**src/rtl/cdu_count_receiver.sv**
```systemverilog
// rtl/cdu_count_receiver.sv - CDU angle counter receiver with CLOCKH generator, zeroing FSM and snapshot read (optional CDU_GLITCH_FILTER_EN)
module cdu_count_receiver #(
    parameter int CLKH_HALF_DIV = 500,
    parameter int ZERO_LEN      = 2048,
    parameter int CNT_W         = 15
) (
    input  logic             clk,
    input  logic             rst_n,
    input  logic             PCDU,
    input  logic             MCDU,
    input  logic             zero_req,
    input  logic             rd_req,
    output logic             CLOCKH,
    output logic             CCDUZ,
    output logic             busy,
    output logic             rd_ack,
    output logic [CNT_W-1:0] rd_data,
    output logic             wrap
);

    localparam int DW = (CLKH_HALF_DIV > 2) ? $clog2(CLKH_HALF_DIV) : 1;
    localparam int ZW = $clog2(ZERO_LEN + 1);
    localparam logic [CNT_W-1:0] MID    = CNT_W'(1) << (CNT_W - 1);
    localparam logic [CNT_W-1:0] MID_M1 = MID - CNT_W'(1);

    typedef enum logic {IDLE, ZEROING} state_t;

    state_t          state, state_next;
    logic [ZW-1:0]   zcnt, zcnt_next;
    logic [DW-1:0]   div_cnt;
    logic [1:0]      sync1, sync2;   // bit 0 = plus, bit 1 = minus
    logic [1:0]      ev;
    logic [CNT_W-1:0] cnt, cnt_next;
    logic            wrap_next;
    logic            zero_start;

    // Free-running CLOCKH divider, independent of zeroing
    always_ff @(posedge clk or negedge rst_n) begin
        if (!rst_n) begin
            div_cnt <= '0;
            CLOCKH  <= 1'b0;
        end else if (div_cnt == DW'(CLKH_HALF_DIV - 1)) begin
            div_cnt <= '0;
            CLOCKH  <= ~CLOCKH;
        end else begin
            div_cnt <= div_cnt + DW'(1);
        end
    end

    // Two-flop synchronizers for the asynchronous increment pins
    always_ff @(posedge clk or negedge rst_n) begin
        if (!rst_n) begin
            sync1 <= '0;
            sync2 <= '0;
        end else begin
            sync1 <= {MCDU, PCDU};
            sync2 <= sync1;
        end
    end

`ifdef CDU_GLITCH_FILTER_EN
    logic [1:0] hist1, hist2, filt, filt_next;

    // Filtered level follows the synchronized input only after 3 identical samples
    always_comb begin
        for (int i = 0; i < 2; i++) begin
            filt_next[i] = ((sync2[i] == hist1[i]) && (hist1[i] == hist2[i])) ? sync2[i] : filt[i];
        end
    end

    // Sample history and filtered-level register
    always_ff @(posedge clk or negedge rst_n) begin
        if (!rst_n) begin
            hist1 <= '0;
            hist2 <= '0;
            filt  <= '0;
        end else begin
            hist1 <= sync2;
            hist2 <= hist1;
            filt  <= filt_next;
        end
    end

    assign ev = filt_next & ~filt;
`else
    logic [1:0] prev;

    // Previous-value register for rising-edge detection
    always_ff @(posedge clk or negedge rst_n) begin
        if (!rst_n) prev <= '0;
        else        prev <= sync2;
    end

    assign ev = sync2 & ~prev;
`endif

    assign zero_start = (state == IDLE) && zero_req;

    // Zeroing FSM state and down-counter register
    always_ff @(posedge clk or negedge rst_n) begin
        if (!rst_n) begin
            state <= IDLE;
            zcnt  <= '0;
        end else begin
            state <= state_next;
            zcnt  <= zcnt_next;
        end
    end

    // Zeroing FSM next state: hold ZEROING for exactly ZERO_LEN cycles
    always_comb begin
        state_next = state;
        zcnt_next  = zcnt;
        case (state)
            IDLE: begin
                if (zero_req) begin
                    state_next = ZEROING;
                    zcnt_next  = ZW'(ZERO_LEN);
                end
            end
            ZEROING: begin
                if (zcnt == ZW'(1)) begin
                    state_next = IDLE;
                    zcnt_next  = '0;
                end else begin
                    zcnt_next = zcnt - ZW'(1);
                end
            end
            default: state_next = IDLE;
        endcase
    end

    assign CCDUZ = (state == ZEROING);
    assign busy  = (state == ZEROING);

    // Counter next value; simultaneous plus and minus cancel, zeroing wins
    always_comb begin
        cnt_next  = cnt;
        wrap_next = 1'b0;
        if (zero_start || (state == ZEROING)) begin
            cnt_next = '0;
        end else if (ev[0] && !ev[1]) begin
            cnt_next  = cnt + CNT_W'(1);
            wrap_next = (cnt == MID_M1);
        end else if (ev[1] && !ev[0]) begin
            cnt_next  = cnt - CNT_W'(1);
            wrap_next = (cnt == MID);
        end
    end

    // Counter, wrap strobe and snapshot read registers
    always_ff @(posedge clk or negedge rst_n) begin
        if (!rst_n) begin
            cnt     <= '0;
            wrap    <= 1'b0;
            rd_ack  <= 1'b0;
            rd_data <= '0;
        end else begin
            cnt    <= cnt_next;
            wrap   <= wrap_next;
            rd_ack <= rd_req;
            if (rd_req) rd_data <= cnt_next;
        end
    end

endmodule

```
**config.mk**
```make
export PLATFORM = sky130hd
export DESIGN_NAME = cdu_count_receiver
export DESIGN_NICKNAME = d
export VERILOG_FILES = /design/src/rtl/cdu_count_receiver.sv
export SDC_FILE = /design/constraint.sdc
export NUM_CORES = 1
export LEC_CHECK = 0
export CORE_UTILIZATION = 57
export DETAILED_ROUTE_END_ITERATION = 8
export DONT_BUFFER_PORTS = 1
export PLACE_DENSITY = 0.72
export REMOVE_ABC_BUFFERS = 1
export SLEW_MARGIN = 40
export SYNTH_ARGS = -nofsm -noshare
export SYNTH_HDL_FRONTEND = slang
export SYNTH_SLANG_ARGS = --single-unit
```
**constraint.sdc**
```tcl
create_clock -name clk -period 2.5 [get_ports clk]
set_input_delay 0.75 -clock clk [delete_from_list [all_inputs] [get_ports clk]]
set_output_delay 0.75 -clock clk [all_outputs]
set_load 0.005 [all_outputs]
```
== Word level (Yosys, flattened, before mapping) ==
Cells that the tools add are included.

* Flip-flop bits (word level): 61
* Bits of input ports: 6
* Output and inout bits: 20
* Logic and storage cells: 43

* Add/subtract/negate cells: 4
* Equality and inequality tests: 5
* Mux-type cells: 13
* Bitwise operators: 4
* Reduce and logical (&&, ||, !) cells: 6

{| class="wikitable"
|+ Operators with widths
! operator !! count
|-
| $mux 15 || 3
|-
| $mux 12 || 2
|-
| $pmux 12 s2 || 1
|-
| $add 15x1->15 const B || 1
|-
| $eq 15x14->1 const B || 1
|-
| $eq 15x15->1 const B || 1
|-
| $sub 15x1->15 const B || 1
|-
| $eq 12x1->1 const B || 1
|-
| $sub 12x1->12 const B || 1
|-
| $add 9x1->9 const B || 1
|-
| $eq 9x9->1 const B || 1
|-
| $mux 9 || 1
|-
| $mux 1 || 5
|-
| $logic_and 1x1->1 || 3
|-
| $and 2x2->2 || 1
|-
| $logic_not 1->1 || 2
|-
| $ne 2x2->1 const B || 1
|-
| $not 1->1 || 2
|-
| $not 2->2 || 1
|-
| $pmux 1 s2 || 1
|-
| $logic_or 1x1->1 || 1
|}

== Longest topological paths before layout ==
* Depth after elaboration: 7
* Mapped depth: 7

== Worst setup path after synthesis ==
OpenSTA, ideal clock, no wires.

* Path type: register to register
* From: reg zcnt[0]
* To: reg zcnt[10]
* Arrival: 1.870 ns
* Data required time: 2.417 ns
* Slack: 0.547 ns
* Stages on the path, launching flop included: 8
* Buffers on the path: 0
* Period minus slack after synthesis: 1.953 ns
* Cell sequence: dfrtp_1 > inv_1 > ha_1 > or3b_2 > nor4b_1 > nand2_1 > xor2_1 > o21ai_0

* Longest elaborated chain between the ends: 3
* Elaborated cells on any way between the ends: 4
* Classes of those cells: 1 x add/sub; 1 x eq/ne; 2 x mux

{| class="wikitable"
|+ Ends and longest elaborated chain
! what !! RTL line !! text
|-
| from (decl) || 29 || <nowiki>logic [ZW-1:0] zcnt, zcnt_next;</nowiki>
|-
| from (signal assigned) || 106 || <nowiki>zcnt <= zcnt_next;</nowiki>
|-
| $sub 12x1->12 or $eq 12x1->1 (tied branches) || 126, 122 ||
|-
| $mux 12 (*) || 122 || <nowiki>if (zcnt == ZW'(1)) begin</nowiki>
|-
| $pmux 12 s2 (*) || 114 || <nowiki>case (state)</nowiki>
|}

Every way passes the cells marked *; elsewhere a longest branch is shown, timed or not.
A chain may end at the register's enable or synchronous reset.

== Worst setup path in the final report ==
Ends and elaborated chain as after synthesis.

==> results.py <==
metrics = {
    "outcome": {
        "run_status": "finished clean",
    },
    "logic_synthesis": {
        "synth-seq-area-share": 0.499,
        "yosysUniqueCellTypes": 50,
        "synth-edff-count": 0,
        "yosys_most_used_dff": "dfrtp_1",
        "yosys.area.top_type": "dfrtp_1",
        "netlist.area_leader.share": 0.499,
        "syn_area_um2": 3060,
        "ys.warnings.count": 0,
        "yosysMostFrequentCell": "dfrtp_1",
        "syn_avg_cell_area_um2": 9.59,
        "async_flop_share": 1.00,
        "ys_ff_latch": 61,
        "syn_inst": 319,
        "synth_common_cells": "dfrtp_1 (61), nor2_1 (26), o21ai_0 (23)",
        "synthTopCellsByArea": "dfrtp_1 (50%), o21ai_0 (3.8%), nor2_1 (3.2%)",
    },
    "die": {
        "dieArea_um2": 5660,
        "die_h_um": 75.3,
        "initial_core_util": 0.595,
        "die_w_um": 75.3,
        "rows": 26,
        "core_area_um2": 5140,
        "num_io_pins": 26,
    },
    "global_routing": {
        "grt_start_max_net_pins": 62,
        "grt_antenna_before_repair": 0,
        "grt_overflow_total": 0,
        "grtUsageTotal": 0.245,
        "grt_pass1_vias": 2196,
        "grt_pass1_wl_um": 10200,
    },
    "drt": {
        "drt-pass1-iter-count": 8,
        "viasPerCell": 6.04,
        "drtAntennaViolNets": 0,
        "drc": 0,
        "totalWireLength_um": 5970,
        "drt_iter0_drc": 170,
        "num_vias": 2369,
        "wl_per_cell_um": 15.2,
    },
    "sta": {
        "setup_violations": 0,
        "clock_skew_ns": 0.00913,
        "worst_pin_slew_ns": 0.506,
        "hold_viol": 0,
        "grt_setup_unrepaired": "no",
        "setup_tns_ns": 0,
        "drv_slew": 0,
        "period_share": 0.885,
        "max_freq_mhz": 452,
        "finalWorstSetupSlack_ns": 0.287,
        "period_needed_ns": 2.21,
        "relSlewSlack": 0.658,
    },
    "setup_path": {
        "r2r-start": "zcnt[0]$_DFFE_PN0P_",
        "critPathKind": "reg2reg",
        "crit_path_start_kind": "flop",
        "cp-end-kind": "flop",
        "worstReg2RegEnd": "zcnt[10]$_DFFE_PN0P_",
        "worst_ep_required_time_ns": 2.75,
        "rr_worst_depth": 7,
        "cp_data_arrival_time_ns": 2.46,
        "crit_fanout": 6,
        "regToRegSetupSlack_ns": 0.29,
    },
    "cts": {
        "cts.sinks": 61,
        "cts_buffer_depth": 2,
        "cts_inserted_buffers": 9,
        "clock_latency_ns": 0.34,
        "cts_root_buf": "clkbuf_8",
        "cts_resized": 0,
        "cts_tree": "built",
        "path_clk_slew_ns": 0.06,
        "htreeDepth": 3,
        "post_cts_buffers": 0,
        "holdBufCountCts": 0,
    },
    "job": {
        "drv_cap": 0,
    },
    "placement": {
        "dp_slack_ns": 0.319,
        "dp.cells": 376,
        "dp_hpwl_um": 4030,
        "gp_congestion": 0.845,
        "io_buffers": 0,
    },
    "hold_path": {
        "hp-class": "in2async",
    },
    "layout": {
        "regArea_um2": 1530,
        "fillers": 456,
        "multiInputGateArea_um2": 1370,
        "area_growth_pct": 6.38,
        "fin_cells": 392,
        "nets": 328,
        "layout-drive-gt1-share": 0.102,
        "n_antenna_cell": 0,
    },
    "pwr": {
        "powerDensity_nw_per_um2": 680,
        "power.leakage_nw": 1.32,
        "ir_worst_vdd_uv": 594,
        "p_total_mw": 2.21,
    },
}
==> placed cells by master (no fill, tap or decap), types with 2 or more instances in the layout <==
cell	instances
nand4_1	11
nor3_1	17
a21boi_0	2
inv_1	18
or3_1	7
o32ai_1	3
or4_1	5
mux2_2	3
clkbuf_1	3
nor2_1	26
nor2b_1	3
o21a_1	2
nor4_1	5
ha_1	5
o22ai_1	10
dfrtp_1	61
nand2b_1	6
clkinv_2	2
clkbuf_8	9
o31ai_1	2
nand3_1	15
clkinvlp_4	2
xor2_1	5
or2_2	4
o21ai_0	23
o221ai_1	4
buf_4	6
xnor2_1	8
and4_1	3
nand2_1	20
mux2i_1	2
a21oi_1	12
==> state kept, by name (all words and copies together), names as in the netlist <==
name     count
CLOCKH       1
sync2        2
CCDUZ        1
prev         2
zcnt        12
rd_data     15
div_cnt      9
sync1        2
wrap         1
cnt         15
rd_ack       1
==> layer usage <==
metal / vias to the layer above / share of wire / GRT usage
met1: 1149 / 0.45 / 0.311
met4: 0 / 0.014 / 0.0967
li1: 1139 / - / -
met3: 9 / 0.051 / 0.0790
met2: 72 / 0.49 / 0.392
met5: - / 0 / 0
==> logic make-up after synthesis <==
logic type,share of synthesized area
flops,0.499
xor+xnor,0.0372
mux,0.0176
fa+ha+maj,0.0204
compound gates,0.140
buf+inv,0.0540
simple gates,0.232
==> power breakdown <==
part           switching (mW)  total (mW)  internal, mW
clock network           0.362       0.718         0.356
logic                   0.152       0.290         0.139
registers               0.115        1.20          1.09
==> metrics by stage <==
step           utilization  hold WS, ns  cell area, um^2
2_1_floorplan            -        0.331             2960
3_3_place_gp         0.602        0.332             3090
3_5_place_dp         0.602        0.338             3090
4_1_cts              0.633       0.0874             3250
5_1_grt              0.633       0.0802             3250
6_report             0.633        0.112             3250
==> cell type report <==
cell class | count | area share
clock buffers | 12 | 0.0415
clock inverters | 4 | 0.00769
inverters | 18 | 0.0208
multi-input cells | 221 | 0.420
flip-flops and latches | 61 | 0.469
well taps | 70 | 0.0269
repair buffers | 6 | 0.0138
==> worst max-delay path, stage by stage (launching register included) <==
cell	delay, ns
dfrtp_1	0.43
inv_1	0.09
ha_1	0.17
or3b_2	0.49
nor4b_1	0.50
nand2_1	0.13
xor2_1	0.16
o21ai_0	0.16
==> worst max-delay path by stage <==
stage	startpoint	end	slack (ns)	cells past startpoint
6_report	zcnt[0]$_DFFE_PN0P_	zcnt[10]$_DFFE_PN0P_	0.29	7
5_1_grt	zcnt[0]$_DFFE_PN0P_	zcnt[10]$_DFFE_PN0P_	0.12	7
4_1_cts	zcnt[0]$_DFFE_PN0P_	zcnt[10]$_DFFE_PN0P_	0.28	7
3_5_place_dp	zcnt[0]$_DFFE_PN0P_	zcnt[10]$_DFFE_PN0P_	0.32	7
3_3_place_gp	zcnt[0]$_DFFE_PN0P_	zcnt[10]$_DFFE_PN0P_	0.44	7
2_1_floorplan	sync2[1]$_DFF_PN0_	rd_data[9]$_DFFE_PN0P_	0.49	5
Note: power is estimated with default switching activity, not from simulation.
